**src/rtl/output_port_arbiter_if.sv**
```systemverilog
// rtl/output_port_arbiter_if.sv - handshake bundle between input controllers, arbiter and downstream FIFO
//
// Purpose: groups every non-clock/reset signal of one router output port.
// Signals:
//   reqInCntr  [4:0]               per-input-controller request for this output
//   gntInCntr  [4:0]               one-hot, single-cycle grant back to the controllers
//   PacketIn   [5*dataWidth-1:0]   packet words, port i at [i*dataWidth +: dataWidth]
//   reqDnStr                       request to downstream FIFO, PacketOut valid while high
//   gntDnStr                       downstream grant
//   fullDnStr                      downstream FIFO full
//   PacketOut  [dataWidth-1:0]     word presented downstream
//   busy                           a captured word is pending
//   pktCount   [countWidth-1:0]    words accepted downstream since reset
// Modports: master = arbiter side, slave = surrounding router/environment side.
interface output_port_arbiter_if #(
  parameter int dataWidth  = 32,
  parameter int countWidth = 16
);
  logic [4:0]             reqInCntr;
  logic [4:0]             gntInCntr;
  logic [5*dataWidth-1:0] PacketIn;
  logic                   reqDnStr;
  logic                   gntDnStr;
  logic                   fullDnStr;
  logic [dataWidth-1:0]   PacketOut;
  logic                   busy;
  logic [countWidth-1:0]  pktCount;

  modport master (
    input  reqInCntr, PacketIn, gntDnStr, fullDnStr,
    output gntInCntr, reqDnStr, PacketOut, busy, pktCount
  );

  modport slave (
    output reqInCntr, PacketIn, gntDnStr, fullDnStr,
    input  gntInCntr, reqDnStr, PacketOut, busy, pktCount
  );
endinterface

```
**src/rtl/output_port_arbiter.sv**
```systemverilog
// rtl/output_port_arbiter.sv - round-robin output port arbiter with downstream req/gnt/full handshake
//
// Purpose: picks one of five input controllers (E0,N1,W2,S3,L4) round-robin,
// pulses its grant for one cycle, captures its word and offers it downstream
// until accepted. Counts accepted words.
// Ports:
//   clk    rising-edge clock
//   reset  synchronous active-high reset
//   bus    output_port_arbiter_if.master (see interface file for signal list)
module output_port_arbiter #(
  parameter int dataWidth  = 32,
  parameter int countWidth = 16
) (
  input  logic                   clk,
  input  logic                   reset,
  output_port_arbiter_if.master  bus
);

  typedef enum logic {IDLE, SEND} state_t;

  state_t                r_state;
  logic [2:0]            r_last;
  logic [4:0]            r_gnt;
  logic [dataWidth-1:0]  r_pkt;
  logic [countWidth-1:0] r_cnt;

  state_t                w_state_nxt;
  logic [2:0]            w_last_nxt;
  logic [4:0]            w_gnt_nxt;
  logic [dataWidth-1:0]  w_pkt_nxt;
  logic [countWidth-1:0] w_cnt_nxt;

  logic [2:0]            w_idx;
  logic [2:0]            w_win;
  logic                  w_found;
  logic [dataWidth-1:0]  w_word;
  logic                  w_req_dn;

  // Round-robin search: start one past the last winner and wrap modulo 5.
  always_comb begin
    w_idx   = 3'd0;
    w_win   = 3'd0;
    w_found = 1'b0;
    for (int k = 1; k <= 5; k++) begin
      w_idx = 3'((int'(r_last) + k) % 5);
      if (!w_found && bus.reqInCntr[w_idx]) begin
        w_found = 1'b1;
        w_win   = w_idx;
      end
    end
  end

  always_comb begin
    w_word = '0;
    case (w_win)
      3'd0:    w_word = bus.PacketIn[0*dataWidth +: dataWidth];
      3'd1:    w_word = bus.PacketIn[1*dataWidth +: dataWidth];
      3'd2:    w_word = bus.PacketIn[2*dataWidth +: dataWidth];
      3'd3:    w_word = bus.PacketIn[3*dataWidth +: dataWidth];
      3'd4:    w_word = bus.PacketIn[4*dataWidth +: dataWidth];
      default: w_word = '0;
    endcase
  end

  // A full downstream FIFO masks the request, so a coincident gntDnStr cannot transfer.
  assign w_req_dn = (r_state == SEND) && !bus.fullDnStr;

  always_comb begin
    w_state_nxt = r_state;
    w_last_nxt  = r_last;
    w_gnt_nxt   = 5'b00000;
    w_pkt_nxt   = r_pkt;
    w_cnt_nxt   = r_cnt;
    case (r_state)
      IDLE: begin
        if (w_found) begin
          w_state_nxt = SEND;
          w_last_nxt  = w_win;
          w_gnt_nxt   = 5'(5'b00001 << w_win);
          w_pkt_nxt   = w_word;
        end
      end
      SEND: begin
        if (w_req_dn && bus.gntDnStr) begin
          w_state_nxt = IDLE;
          w_cnt_nxt   = r_cnt + countWidth'(1);
        end
      end
      default: w_state_nxt = IDLE;
    endcase
  end

  always_ff @(posedge clk) begin
    if (reset) begin
      r_state <= IDLE;
      r_last  <= 3'd4;
      r_gnt   <= 5'b00000;
      r_pkt   <= '0;
      r_cnt   <= '0;
    end else begin
      r_state <= w_state_nxt;
      r_last  <= w_last_nxt;
      r_gnt   <= w_gnt_nxt;
      r_pkt   <= w_pkt_nxt;
      r_cnt   <= w_cnt_nxt;
    end
  end

  assign bus.gntInCntr = r_gnt;
  assign bus.reqDnStr  = w_req_dn;
  assign bus.PacketOut = r_pkt;
  assign bus.busy      = (r_state == SEND);
  assign bus.pktCount  = r_cnt;

endmodule

```
**src/flat_wrapper.sv**
```systemverilog
// flat-port wrapper written by rule: the top's interface ports become plain ports
module output_port_arbiter_flat 
#(
  parameter int dataWidth  = 32,
  parameter int countWidth = 16
)
  (clk, reset, bus_reqInCntr, bus_PacketIn, bus_gntDnStr, bus_fullDnStr, bus_gntInCntr, bus_reqDnStr, bus_PacketOut, bus_busy, bus_pktCount);
  output_port_arbiter_if #(.dataWidth(dataWidth), .countWidth(countWidth)) bus_i ();
  input  logic clk;
  input  logic reset;
  input wire logic [$bits(bus_i.reqInCntr)-1:0] bus_reqInCntr;
  input wire logic [$bits(bus_i.PacketIn)-1:0] bus_PacketIn;
  input wire logic [$bits(bus_i.gntDnStr)-1:0] bus_gntDnStr;
  input wire logic [$bits(bus_i.fullDnStr)-1:0] bus_fullDnStr;
  output wire logic [$bits(bus_i.gntInCntr)-1:0] bus_gntInCntr;
  output wire logic [$bits(bus_i.reqDnStr)-1:0] bus_reqDnStr;
  output wire logic [$bits(bus_i.PacketOut)-1:0] bus_PacketOut;
  output wire logic [$bits(bus_i.busy)-1:0] bus_busy;
  output wire logic [$bits(bus_i.pktCount)-1:0] bus_pktCount;
  assign bus_i.reqInCntr = bus_reqInCntr;
  assign bus_i.PacketIn = bus_PacketIn;
  assign bus_i.gntDnStr = bus_gntDnStr;
  assign bus_i.fullDnStr = bus_fullDnStr;
  assign bus_gntInCntr = bus_i.gntInCntr;
  assign bus_reqDnStr = bus_i.reqDnStr;
  assign bus_PacketOut = bus_i.PacketOut;
  assign bus_busy = bus_i.busy;
  assign bus_pktCount = bus_i.pktCount;
  output_port_arbiter #(.dataWidth(dataWidth), .countWidth(countWidth)) u_core (.clk(clk), .reset(reset), .bus(bus_i));
endmodule
```
**config.mk**
```make
export PLATFORM = sky130hd
export DESIGN_NAME = output_port_arbiter_flat
export DESIGN_NICKNAME = d
export VERILOG_FILES = /design/src/rtl/output_port_arbiter_if.sv /design/src/rtl/output_port_arbiter.sv /design/src/flat_wrapper.sv
export SDC_FILE = /design/constraint.sdc
export NUM_CORES = 1
export LEC_CHECK = 0
export BUFFER_PORTS_ARGS = -buffer_cell sky130_fd_sc_hd__clkbuf_2
export CORE_MARGIN = 3
export CORE_UTILIZATION = 42
export CTS_CLUSTER_DIAMETER = 40
export DETAILED_ROUTE_END_ITERATION = 6
export PLACE_DENSITY = 0.83
export SETUP_SLACK_MARGIN = 0.3
export SLEW_MARGIN = 20
export SYNTH_ARGS = -nofsm -noshare
export SYNTH_HDL_FRONTEND = slang
export SYNTH_SLANG_ARGS = --single-unit
```
**constraint.sdc**
```tcl
create_clock -name clk -period 7.33 [get_ports clk]
set_input_delay 2.199 -clock clk [delete_from_list [all_inputs] [get_ports clk]]
set_output_delay 2.199 -clock clk [all_outputs]
set_load 0.05 [all_outputs]
```
# Word-level counts from Yosys, hierarchy flattened
# Cells that the tools add are included.
# classes
add_sub_neg,6
n_div,5
magnitude_cmp,5
eq_ne,4
shift,1
n_mux,24
bitwise,2
reduce_logical,15
# op_table
op,n
remainder unit 32 x 4 -> 32 bit (second input constant),5
case mux 32 bit (5 select lines),1
< comparator 3 x 4 -> 1 bit (second input constant),5
adder 16 x 1 -> 16 bit (second input constant),1
binary-select mux 1 bit (select 3 bit),5
two-way mux 3 bit,5
two-way mux 1 bit,12
adder 3 x 2 -> 4 bit (second input constant),2
adder 3 x 3 -> 4 bit (second input constant),2
== test 3 x 2 -> 1 bit (second input constant),2
logical AND 1 bit,6
logical NOT 1 bit,5
left shift 1 x 3 -> 5 bit (first input constant),1
adder 3 x 1 -> 4 bit (second input constant),1
AND reduction 2 bit,2
== test 3 x 1 -> 1 bit (second input constant),1
== test 3 bit (second input constant),1
logical NOT 3 bit,1
OR reduction 3 bit,1
inverter 1 bit,2
case mux 1 bit (2 select lines),1
# totals
reg_bits,57
input_bits,169
out_inout_bits,55
word_cells,67

# Logic depth before layout (Yosys ltp)
# depth
ltp_word,19
depth_mapped,23
ltp_nobuf,19

# Worst setup path before layout
# Ideal clock, no wire load.
# synth_timing
path_type,input to output
start,input port bus_fullDnStr
end,output port bus_reqDnStr
arrival_time_ns,2.940
required_ns,5.131
path_slack_ns,2.191
path_stages,1
n_path_buf,0
path_cell_list,nor2b_1
# synth_between
elab_chain_cells,2
# synth_lines
item,line_no,rtl
from (decl),flat_wrapper.sv:14,input wire logic [$bits(bus_i.fullDnStr)-1:0] bus_fullDnStr;
logical NOT 1 bit,output_port_arbiter.sv:66,assign w_req_dn = (r_state == SEND) && !bus.fullDnStr;
logical AND 1 bit,output_port_arbiter.sv:66,
to (decl),flat_wrapper.sv:16,output wire logic [$bits(bus_i.reqDnStr)-1:0] bus_reqDnStr;
# Every way passes these cells.

# Final worst setup path
# layout_timing
start,register u_core.r_last[1]
end,"register u_core.r_pkt[9], in the netlist u_core.bus.PacketOut[9]"
# layout_between
elab_chain_cells,19
elab_cells_between_ends,45
classes_between,5 x add/sub; 5 x div; 4 x eq/ne; 21 x mux; 10 x reduce/logical
# layout_lines
item,line_no,rtl
from (decl),output_port_arbiter.sv:22,logic [2:0] r_last;
from (signal assigned),output_port_arbiter.sv:102,r_last <= w_last_nxt;
adder 3 x 1 -> 4 bit,output_port_arbiter.sv:45,w_idx = 3'((int'(r_last) + k) % 5);
remainder unit 32 x 4 -> 32 bit,output_port_arbiter.sv:45,
binary-select mux 1 bit (select 3 bit),output_port_arbiter.sv:46,if (!w_found && bus.reqInCntr[w_idx]) begin
two-way mux 1 bit (not written as such),output_port_arbiter.sv:46,
two-way mux 1 bit,output_port_arbiter.sv:46,
logical NOT 1 bit,output_port_arbiter.sv:46,
logical AND 1 bit,output_port_arbiter.sv:46,
two-way mux 1 bit,output_port_arbiter.sv:46,
[3 not listed],--,
logical NOT 1 bit,output_port_arbiter.sv:46,
logical AND 1 bit,output_port_arbiter.sv:46,
two-way mux 1 bit,output_port_arbiter.sv:46,
logical NOT 1 bit,output_port_arbiter.sv:46,
logical AND 1 bit,output_port_arbiter.sv:46,
two-way mux 3 bit,output_port_arbiter.sv:46,
"== test 3 bit, or another cell as far along",output_port_arbiter.sv:55,case (w_win)
case mux 32 bit (5 select lines),output_port_arbiter.sv:55,
to (signal assigned),output_port_arbiter.sv:104,r_pkt <= w_pkt_nxt;
to (decl),output_port_arbiter.sv:24,logic [dataWidth-1:0] r_pkt;
# Parallel ways exist; a longest one is shown, timed or not. The select of a mux whose other input is x is not followed.
# A chain may end at the register's enable or synchronous reset.

==> run summary <==
STATUS
----------------------------------------------------------------------------------------------------
Outcome ...............................................................................    completed

DIE
----------------------------------------------------------------------------------------------------
FP Rows ...............................................................................           41
Overall die area ...................................................................... 0.0144 sq mm
Boundary pin count ....................................................................          224
Starting Density ......................................................................        0.431
Floorplan core area ................................................................... 0.0127 sq mm
Die Height ............................................................................       120 um
Overall die width .....................................................................       120 um

SYNTHESIS
----------------------------------------------------------------------------------------------------
Ranking of synthesized cells by instance count ........................................ 57 x dfxtp_1, 57 x mux2i_1, 48 x o21ai_0, 44 x nand2_1
Number of storage elements in the synthesis netlist ...................................           57
Count of distinct cell types in the synthesized netlist ...............................           82
Number of synthesized flops with an enable pin ........................................            0
Post-synthesis instance area .......................................................... 0.00546 sq mm
Warnings from Yosys ...................................................................            0
Dominant cell type by area after synthesis ............................................      dfxtp_1
Yosys top cell area share .............................................................        0.209
Total nets after synthesis ............................................................          877
Largest cells by area after synthesis ................................................. dfxtp_1 21%, mux2i_1 10%, ha_1 6.4%, o21ai_0 4.4%, a21oi_1 3.7%
Number of standard cells after synthesis ..............................................          679
Avg Synthesized Cell Area .............................................................   8.03 sq um
Proportion of synthesized flip-flops having asynchronous set or reset .................            0
Share of synthesized area occupied by flip-flops and latches ..........................        0.209
Most frequently used flop master after synthesis ......................................      dfxtp_1

PLACEMENT
----------------------------------------------------------------------------------------------------
Number of cells after detailed placement ..............................................        1,034
Number of buffer cells added on primary ports .........................................          223
Final Wtd Congestion ..................................................................        0.946
Post-detailed-placement half-perimeter wirelength .....................................      14.0 mm

FINAL LAYOUT
----------------------------------------------------------------------------------------------------
Filler cell count .....................................................................        1,155
Footprint of the multi-input gates .................................................... 0.00400 sq mm
Final core utilization ................................................................        0.548
Number of inserted diodes .............................................................            0
Flip-flop and latch area .............................................................. 0.00114 sq mm
Layout Cells excl Fill ................................................................        1,049
Layout overhead on the synthesized area ...............................................        27.3%
Total number of nets in the final design ..............................................        1,071
Fraction of final layout cells with drive strength greater than 1 .....................        0.322

SETUP PATH
----------------------------------------------------------------------------------------------------
End point of the critical path ........................................................ u_core.bus.PacketOut[9]
Ordered cell list for the critical path ............................................... inv_1 > ha_1 > ha_1 > o311ai_0 > and2_1 > ha_1 > nor2b_1 > a211o_1 > nand4_1 > a21bo_1 > a311oi_2 > and4b_1 > a41oi_2 > buf_4 > nand2_1 > a21oi_1 > a221oi_2
Kind of capture point of the worst setup path .........................................         flop
Worst setup slack for register-to-register paths ......................................      1.18 ns
Data arrival at the endpoint of the critical path .....................................      6.35 ns
Reg2reg start ......................................................................... u_core.r_last[1]
Length in cells of the worst reg-to-reg path ..........................................           17
Kind of launch point of the worst setup path ..........................................         flop
Max incr delay on CP ..................................................................      0.64 ns
Capture instance of the worst register-to-register path ............................... u_core.bus.PacketOut[9]
Crit path max-delay cell type .........................................................     a311oi_2
Most numerous cell on the critical path ...............................................         ha_1
Data required time at the worst endpoint ..............................................      7.53 ns
Maximum fanout count along the critical path ..........................................           38
CP Launch Point ....................................................................... u_core.r_last[1]
Critical path type .................................................................... flop to flop

TIMING
----------------------------------------------------------------------------------------------------
Remaining max-slew budget at the tightest pin .........................................        0.324
Worst-Margin Slew .....................................................................      1.01 ns
Final number of setup-violating endpoints .............................................            0
Setup skew after layout ...............................................................   0.00939 ns
Final Slew Violations .................................................................            0
Accumulated negative setup slack ......................................................         0 ns
Hold Fails Final Rpt ..................................................................            0
Tcrit/Tclk final ......................................................................        0.839
Setup repair after global routing missed its margin ...................................        false
Achievable clock frequency ............................................................      163 MHz
Final worst path period need ..........................................................      6.15 ns

ROUTE
----------------------------------------------------------------------------------------------------
Wire length after detailed routing ....................................................      18.2 mm
Post-DR vias/cell .....................................................................         5.80
Post-detailed-route DRC marker count ..................................................            0
Average detailed-routed wire length per instance ......................................      17.4 um
Routed vias ...........................................................................        6,084
Detailed Routing Iterations Pass 1 ....................................................            5
1st-iter DRT viols ....................................................................          378
Number of nets with antenna violations after detailed routing .........................            0

CLOCKING
----------------------------------------------------------------------------------------------------
Buffer levels on the longest clock path ...............................................            2
Hold-fix buffers, CTS .................................................................            0
Clock insertion delay at the later pin of the skew report .............................      0.33 ns
TritonCTS clock tree ..................................................................         done
Cell chosen for the clock root ........................................................    clkbuf_16
Number of buffers created by CTS ......................................................            9
Sinks on Clock Net ....................................................................           57
Clock-pin slew reported for the worst setup and hold paths after clock tree synthesis .      0.05 ns
H-tree levels .........................................................................            3
Cells resized by post-CTS repair ......................................................            0
Total setup buffers inserted after CTS ................................................            0

GLOBAL ROUTE
----------------------------------------------------------------------------------------------------
All-Layer GR Usage ....................................................................        0.245
First-pass GRT wire length ............................................................      28.8 mm
GRT overflow ..........................................................................            0
Largest net degree at the start of global routing .....................................           69
Number of antenna violations at the first check in global routing .....................            0
Number of global-route vias before repair .............................................        5,843

MIN PATH
----------------------------------------------------------------------------------------------------
Hold Crit Class ....................................................................... flop to flop
Hold path startpoint .................................................................. u_core.bus.pktCount[1]

RUN
----------------------------------------------------------------------------------------------------
Count of max-cap constraint violations ................................................            0

==> how the worst min path moves through the flow <==
| stage | endpoint | slack [ns] | cells past startpoint |
|---|---|---|---|
| final | u_core.bus.pktCount[1] | 0.51 | 2 |
| after global routing | u_core.bus.pktCount[1] | 0.56 | 2 |
| after CTS | u_core.bus.pktCount[1] | 0.51 | 2 |
| after detailed placement | u_core.bus.pktCount[1] | 0.50 | 2 |
| after global placement | u_core.bus.pktCount[1] | 0.48 | 2 |
| after floorplan | u_core.bus.pktCount[1] | 0.69 | 2 |
==> state kept, by name (all words and copies together), names as in the netlist <==
| signal | count |
|---|---|
| u_core.bus.pktCount | 16 |
| u_core.bus.gntInCntr | 5 |
| u_core.bus.busy | 1 |
| u_core.bus.PacketOut | 32 |
| u_core.r_last | 3 |
==> placed cells by master, fill, tap and decap left out, types with 15 or more instances in the layout <==
master,instances
nand3_1,40
mux2i_1,57
nand2_1,44
a21oi_1,40
a221oi_1,15
and2_1,30
inv_1,27
o21ai_0,48
nor2_1,32
ha_1,28
dfxtp_1,57
clkbuf_2,223
==> stage by stage <==
step	instance area (sq um)	hold slack (ns)	setup WS, ns
3_5_place_dp	6650	0.503	1.18
4_1_cts	6940	0.510	1.16
6_report	6950	0.506	1.18
2_1_floorplan	5460	0.695	2.19
5_1_grt	6950	0.556	0.712
3_3_place_gp	6650	0.484	1.26
==> cell families after synthesis <==
kind of cell,share of synthesized area
flip-flops,0.209
XOR/XNOR,0.0397
AND/OR/NAND/NOR,0.221
adder cells (fa/ha/maj),0.0679
AO/OA/AOI/OAI,0.285
buffers and inverters,0.0645
multiplexers,0.113
==> cell type report <==
type,instances,area share
repair buffers,232,0.172
flip-flops and latches,57,0.164
well taps,172,0.0310
clock inverters,6,0.00865
clock buffers,9,0.0324
multi-input cells,544,0.576
inverters,29,0.0157
==> per-layer routing <==
metal,share of wire,track usage,wire [um],up-vias
li1,-,-,-,2943
met1,0.40,0.294,7200,2785
met2,0.49,0.420,8950,305
met3,0.072,0.0443,1310,51
met4,0.041,0.123,742,0
met5,0,0,0,-
==> critical path: cells and delay by family (launching register included) <==
kind                     cells  cell delay [ns]
AO/OA/AOI/OAI                7             2.20
AND/OR/NAND/NOR              5             1.63
adder cells (fa/ha/maj)      3             1.04
buffers and inverters        2             0.64
flip-flops                   1             0.50
Power is not shown: default switching activity piles up to over one toggle a cycle in this logic, so the estimate is an artifact.
